$ cat src/rtl/tx_byte_serializer.sv
// MSB-first serializer that drains the tag byte FIFO into a gap-free, fixed-rate bitstream.
// Define TX_SERIALIZER_CRC16_EN to append the inverted CRC-16 (poly 0x1021, preset 0xFFFF) to each frame.
`timescale 1ns/1ps
module tx_byte_serializer #(
  parameter int BIT_DIV = 4,
  parameter int CNT_W   = 8
) (
  input  logic             r_clk,
  input  logic             reset_n,
  input  logic             en,
  input  logic             start,
  input  logic             empty,
  input  logic [7:0]       data_in,
  output logic             read,
  output logic             bit_out,
  output logic             bit_strobe,
  output logic             tx_active,
  output logic             done,
  output logic [CNT_W-1:0] byte_count
);

  typedef enum logic [2:0] {
    S_IDLE,
    S_FETCH,
    S_WAIT,
    S_SHIFT,
    S_CRC,
    S_DONE
  } state_t;

  localparam logic [7:0] DIV_LAST = 8'(BIT_DIV - 1);

  state_t           r_state;
  state_t           w_next_state;
  logic [7:0]       r_shreg;
  logic [7:0]       r_hold;
  logic             r_hold_valid;
  logic             r_fetch_pend;
  logic [3:0]       r_bit_cnt;
  logic [7:0]       r_div_cnt;
  logic [CNT_W-1:0] r_byte_count;

  logic w_clr;
  logic w_bit_end;
  logic w_start_ok;
  logic w_pop_next;
  logic w_have_next;
  logic w_last_data;

  // en low behaves exactly like reset: immediate abort with no done pulse.
  assign w_clr       = ~reset_n | ~en;
  assign w_bit_end   = (r_div_cnt == DIV_LAST);
  assign w_start_ok  = (r_state == S_IDLE) && start && !empty;
  assign w_pop_next  = (r_state == S_SHIFT) && (r_bit_cnt == 4'd7) && (r_div_cnt == 8'd0) && !empty;
  // With BIT_DIV=2 the prefetched byte arrives on the final cycle of bit 7, so bypass the hold register.
  assign w_have_next = r_hold_valid | r_fetch_pend;
  assign w_last_data = (r_state == S_SHIFT) && (r_bit_cnt == 4'd7) && w_bit_end;

  // NOTE: sequential state uses non-blocking assignments so every register samples pre-edge values.
  always_ff @(posedge r_clk) begin
    if (w_clr) r_state <= S_IDLE;
    else       r_state <= w_next_state;
  end

  // NOTE: defaults are assigned first so no path through the case leaves a variable unassigned (no latch).
  always_comb begin
    w_next_state = r_state;
    case (r_state)
      S_IDLE:  if (w_start_ok) w_next_state = S_FETCH;
      S_FETCH: w_next_state = S_WAIT;
      S_WAIT:  w_next_state = S_SHIFT;
      S_SHIFT: begin
        if (w_last_data && !w_have_next) begin
`ifdef TX_SERIALIZER_CRC16_EN
          w_next_state = S_CRC;
`else
          w_next_state = S_DONE;
`endif
        end
      end
`ifdef TX_SERIALIZER_CRC16_EN
      S_CRC:   if ((r_bit_cnt == 4'd15) && w_bit_end) w_next_state = S_DONE;
`endif
      S_DONE:  w_next_state = S_IDLE;
      default: w_next_state = S_IDLE;
    endcase
  end

  always_ff @(posedge r_clk) begin
    if (w_clr) begin
      r_shreg      <= '0;
      r_hold       <= '0;
      r_hold_valid <= 1'b0;
      r_fetch_pend <= 1'b0;
      r_bit_cnt    <= '0;
      r_div_cnt    <= '0;
      r_byte_count <= '0;
    end else begin
      r_fetch_pend <= w_pop_next;
      if (w_start_ok) begin
        r_byte_count <= '0;
        r_hold_valid <= 1'b0;
      end
      if (r_fetch_pend) begin
        r_hold       <= data_in;
        r_hold_valid <= 1'b1;
      end
      case (r_state)
        S_WAIT: begin
          r_shreg   <= data_in;
          r_bit_cnt <= '0;
          r_div_cnt <= '0;
        end
        S_SHIFT: begin
          r_div_cnt <= w_bit_end ? 8'd0 : r_div_cnt + 8'd1;
          if (w_bit_end) begin
            if (r_bit_cnt == 4'd7) begin
              r_bit_cnt <= '0;
              if (r_byte_count != '1) r_byte_count <= r_byte_count + CNT_W'(1);
              if (w_have_next) begin
                r_shreg      <= r_fetch_pend ? data_in : r_hold;
                r_hold_valid <= 1'b0;
              end
            end else begin
              r_shreg   <= {r_shreg[6:0], 1'b0};
              r_bit_cnt <= r_bit_cnt + 4'd1;
            end
          end
        end
        S_CRC: begin
          r_div_cnt <= w_bit_end ? 8'd0 : r_div_cnt + 8'd1;
          if (w_bit_end) r_bit_cnt <= r_bit_cnt + 4'd1;
        end
        default: ;
      endcase
    end
  end

`ifdef TX_SERIALIZER_CRC16_EN
  localparam logic [15:0] CRC_PRESET = 16'hFFFF;
  localparam logic [15:0] CRC_POLY   = 16'h1021;

  logic [15:0] r_crc;
  logic [15:0] r_crc_sh;
  logic [15:0] w_crc_next;
  logic        w_crc_fb;

  always_comb begin
    w_crc_fb   = r_crc[15] ^ r_shreg[7];
    w_crc_next = {r_crc[14:0], 1'b0} ^ (w_crc_fb ? CRC_POLY : 16'h0000);
  end

  // The complemented CRC is latched into its own shifter on the last data bit so it can go out MSB-first.
  always_ff @(posedge r_clk) begin
    if (w_clr) begin
      r_crc    <= '0;
      r_crc_sh <= '0;
    end else begin
      if (w_start_ok) r_crc <= CRC_PRESET;
      if ((r_state == S_SHIFT) && w_bit_end) begin
        r_crc <= w_crc_next;
        if ((r_bit_cnt == 4'd7) && !w_have_next) r_crc_sh <= ~w_crc_next;
      end
      if ((r_state == S_CRC) && w_bit_end) r_crc_sh <= {r_crc_sh[14:0], 1'b0};
    end
  end
`endif

  always_comb begin
    read       = (r_state == S_FETCH) | w_pop_next;
    tx_active  = (r_state == S_SHIFT) | (r_state == S_CRC);
    bit_strobe = tx_active && (r_div_cnt == 8'd0);
    done       = (r_state == S_DONE);
    byte_count = r_byte_count;
    bit_out    = 1'b0;
    if (r_state == S_SHIFT) bit_out = r_shreg[7];
`ifdef TX_SERIALIZER_CRC16_EN
    else if (r_state == S_CRC) bit_out = r_crc_sh[15];
`endif
  end

endmodule

$ cat config.mk
export PLATFORM = sky130hd
export DESIGN_NAME = tx_byte_serializer
export DESIGN_NICKNAME = d
export VERILOG_FILES = /design/src/rtl/tx_byte_serializer.sv
export SDC_FILE = /design/constraint.sdc
export NUM_CORES = 1
export LEC_CHECK = 0
export CORE_MARGIN = 3
export CORE_UTILIZATION = 55
export DETAILED_ROUTE_END_ITERATION = 8
export GPL_TIMING_DRIVEN = 1
export PLACE_DENSITY = 0.75
export SETUP_SLACK_MARGIN = 0.1
export SLEW_MARGIN = 40
export SYNTH_ARGS = -nofsm -noshare
export SYNTH_HDL_FRONTEND = slang
export SYNTH_SLANG_ARGS = --single-unit
$ cat constraint.sdc
create_clock -name r_clk -period 3.5 [get_ports r_clk]
set_clock_uncertainty 0.2 [all_clocks]
set_input_delay 0.7 -clock r_clk [delete_from_list [all_inputs] [get_ports r_clk]]
set_output_delay 0.7 -clock r_clk [all_outputs]
set_load 0.005 [all_outputs]
==> metrics.csv <==
metric,value,unit
post-synthesis cell area,0.002140,sq mm
hold wc startpoint,r_hold_valid,
Placer Congestion,0.7802,
setup TNS,0,ns
CP max stage delay,0.62,ns
Setup CP Type,reg -> out,
"Endpoint, Worst Hold",r_state[2],
unrepaired setup endpoints after global routing,false,
H-Tree Depth,2,
setup bufs post-CTS,0,
internal power,626.0,uW
Worst EP arrival,2.27,ns
routed len/inst,15.17,um
Final Slew Violations,0,
post-synth top area share,38.36,%
FF-to-FF path depth,4,
Sw Pwr,190.1,uW
CP max FO,6,
final wirelength,4871,um
largest family of logic cells by synthesized area,simple AND/OR/NAND/NOR gates,
Final Hold Viols,0,
post-synthesis register bit count,41,
mux contribution to synthesized area,3.743,%
Root Driver,clkbuf_8,
cell count after synthesis,254,
number of global-route vias before repair,1689,
clock latency on the worst-skew pair,0.29,ns
drt drc,0,
clk slew on worst S/H paths,0.08,ns
r2r setup slk,0.90,ns
first-pass GRT wire length,8066,um
largest cells by area after synthesis,"dfxtp_1 (38%), a21oi_1 (4.2%), nor2_1 (3.9%)",
DRT Pass-1 Iters,4,
Synth Area in Compound Gates,24.27,%
CTS tree,built,
die height,68.37,um
initial antenna violation count,0,
Critical R2R Capture,r_bit_cnt[0],
adder-cell share of the synthesized area,2.339,%
hold depth,1,
I/O pins,26,
Num CTS Buffers,5,
Hold Crit Class,reg -> reg,
simple-gate share of the synthesized area,27.02,%
final hold slack,0.2615,ns
fin crit period,3.169,ns
port buffer count,25,
CP max-delay cell,or4_1,
"commonest non-fill, non-tap cell in the layout",dfxtp_1,
fin util,67.14,%
Setup crit end kind,output pin,
Total GRT Usage,22.76,%
Flop pwr share,57.5,%
LEAKAGE,0.8210,nW
worst-path cell chain,or4_1 -> nor2_1 -> nand4b_1 -> a21oi_1 -> clkdlybuf4s50_1,
# diodes,0,
"area leader, netlist",dfxtp_1,
MaxCap Viol Count,0,
power per cell area,327.1,mW/mm^2
largest net degree at the start of global routing,37,
Vias,1944,
Syn Nets,271,
final period utilization,90.55,%
Clock power frac,37.2,%
reg2reg start,r_state[1],
Synth warnings,0,
fin cells,321,
clock tree buffer depth,2,
Max Freq,0.3155,GHz
Async SR Flop Fraction,0,%
hold_buf cts,0,
CP Launch Type,flop,
area grow syn2layout,16.61,%
clk sink count,41,
CP Data Required Time,2.60,ns
dpl hpwl,3321,um
Gate power share,5.3,%
dpl cells,313,
Max-slew headroom,54.44,%
Switching Share,23.30,%
unique cell type count in the Yosys netlist,49,
"commonest non-fill, non-tap cells in the layout","dfxtp_1 (41), clkdlybuf4s50_1 (25), nor2_1 (22), nand2_1 (18), a21oi_1 (18)",
Synth Area in XOR/XNOR,0.4094,%
initial DRC count,135,
"EDFF count, synth",0,
status,"complete, no violations",
Peak VDD IR,0.1868,mV
grt total ovfl,0,
"Seq/Total Area, Yosys",38.36,%
Setup-failing EPs final,0,
nets@finish,289,
layout cell share with drive strength beyond 1,8.059,%
Starting Density,57.58,%
die area,0.004674,sq mm
ANT nets after route,0,
FP Rows,22,
"Avg Cell Area, Syn",8.423,sq um
vias per cell,6.056,
Worst-Margin Slew,0.6825,ns
CTS resizes,0,
chip width,68.37,um
"Top FF cell, synth",dfxtp_1,
area of the core,0.003716,sq mm
==> through the flow <==
step	setup WS, ns	power, mW	instance area, sq um
floorplan	1.035	0.5010	2140
global placement	0.6242	0.5233	2409
detailed placement	0.6083	0.5233	2409
CTS	0.3398	0.8244	2495
global route	0.2192	0.8459	2495
finish	0.3307	0.8161	2495
==> flip-flops by register name (all words and copies together) (netlist names) <==
register / count
byte_count: 8
r_bit_cnt: 4
r_div_cnt: 8
r_fetch_pend: 1
r_hold: 8
r_hold_valid: 1
r_shreg: 8
r_state: 3
==> how the worst max path moves through the flow <==
stage,start,cells past startpoint,endpoint
after floorplan,r_div_cnt[4],7,byte_count[3]
after global placement,empty,4,read
after detailed placement,empty,4,read
after CTS,r_div_cnt[2],5,read
after global routing,r_div_cnt[2],5,read
final,r_div_cnt[2],5,read
==> kinds of logic after synthesis <==
| group | count (synthesis) |
|---|---|
| mux | 8 |
| xor+xnor | 1 |
| fa+ha+maj | 4 |
| simple gates | 104 |
| compound gates | 75 |
| buf+inv | 21 |
| flops | 41 |
==> worst max-delay path, delay by kind of cell (launching register included) <==
kind	cells	cell delay, ns
AOI/OAI and AO/OA	1	0.16
and+or+nand+nor	3	0.95
DFF	1	0.34
buffers and inverters	1	0.51
==> power by group through the flow <==
stage | clock [mW] | sequential (mW) | combinational, mW
after detailed placement | 0 | 0.480 | 0.0428
after global placement | 0 | 0.480 | 0.0429
after global routing | 0.329 | 0.470 | 0.0470
after floorplan | 0 | 0.479 | 0.0221
after CTS | 0.312 | 0.469 | 0.0433
final | 0.304 | 0.469 | 0.0431
==> cell type report <==
| class | count | area, sq um |
|---|---|---|
| inverters | 3 | 11.26 |
| fillers | 326 | 1221 |
| clock buffers | 5 | 68.82 |
| clock inverters | 3 | 17.52 |
| repair buffers | 29 | 280.3 |
| well taps | 48 | 60.06 |
| multi-input cells | 192 | 1236 |
| flip-flops and latches | 41 | 820.8 |
==> Yosys cell counts, types with 2 or more instances <==
cell type / instances
clkbuf_1: 14
and3b_1: 2
or2_2: 2
and3_2: 2
a311oi_1: 5
a211oi_1: 5
buf_2: 2
mux2i_1: 8
or4b_2: 3
o21ai_0: 8
o22ai_1: 9
nor2_1: 22
nand3_1: 13
nor4_1: 3
inv_1: 3
or3b_2: 2
nor2b_1: 3
nand3b_1: 3
o211ai_1: 3
a21oi_1: 18
nand4b_1: 4
or4_1: 3
o22a_1: 7
and2_1: 6
nand2_1: 18
a221oi_1: 7
ha_1: 4
nand2b_1: 7
nor3_1: 6
dfxtp_1: 41
a41oi_1: 3
==> per-layer routing <==
metal  wire length [um]  global-route usage [%]
met5                  0                       0
met4                 55                   6.700
met1               2581                   34.97
met3                272                   4.762
met2               1962                   31.29
No activity file was read; power rests on OpenSTA's default activity.
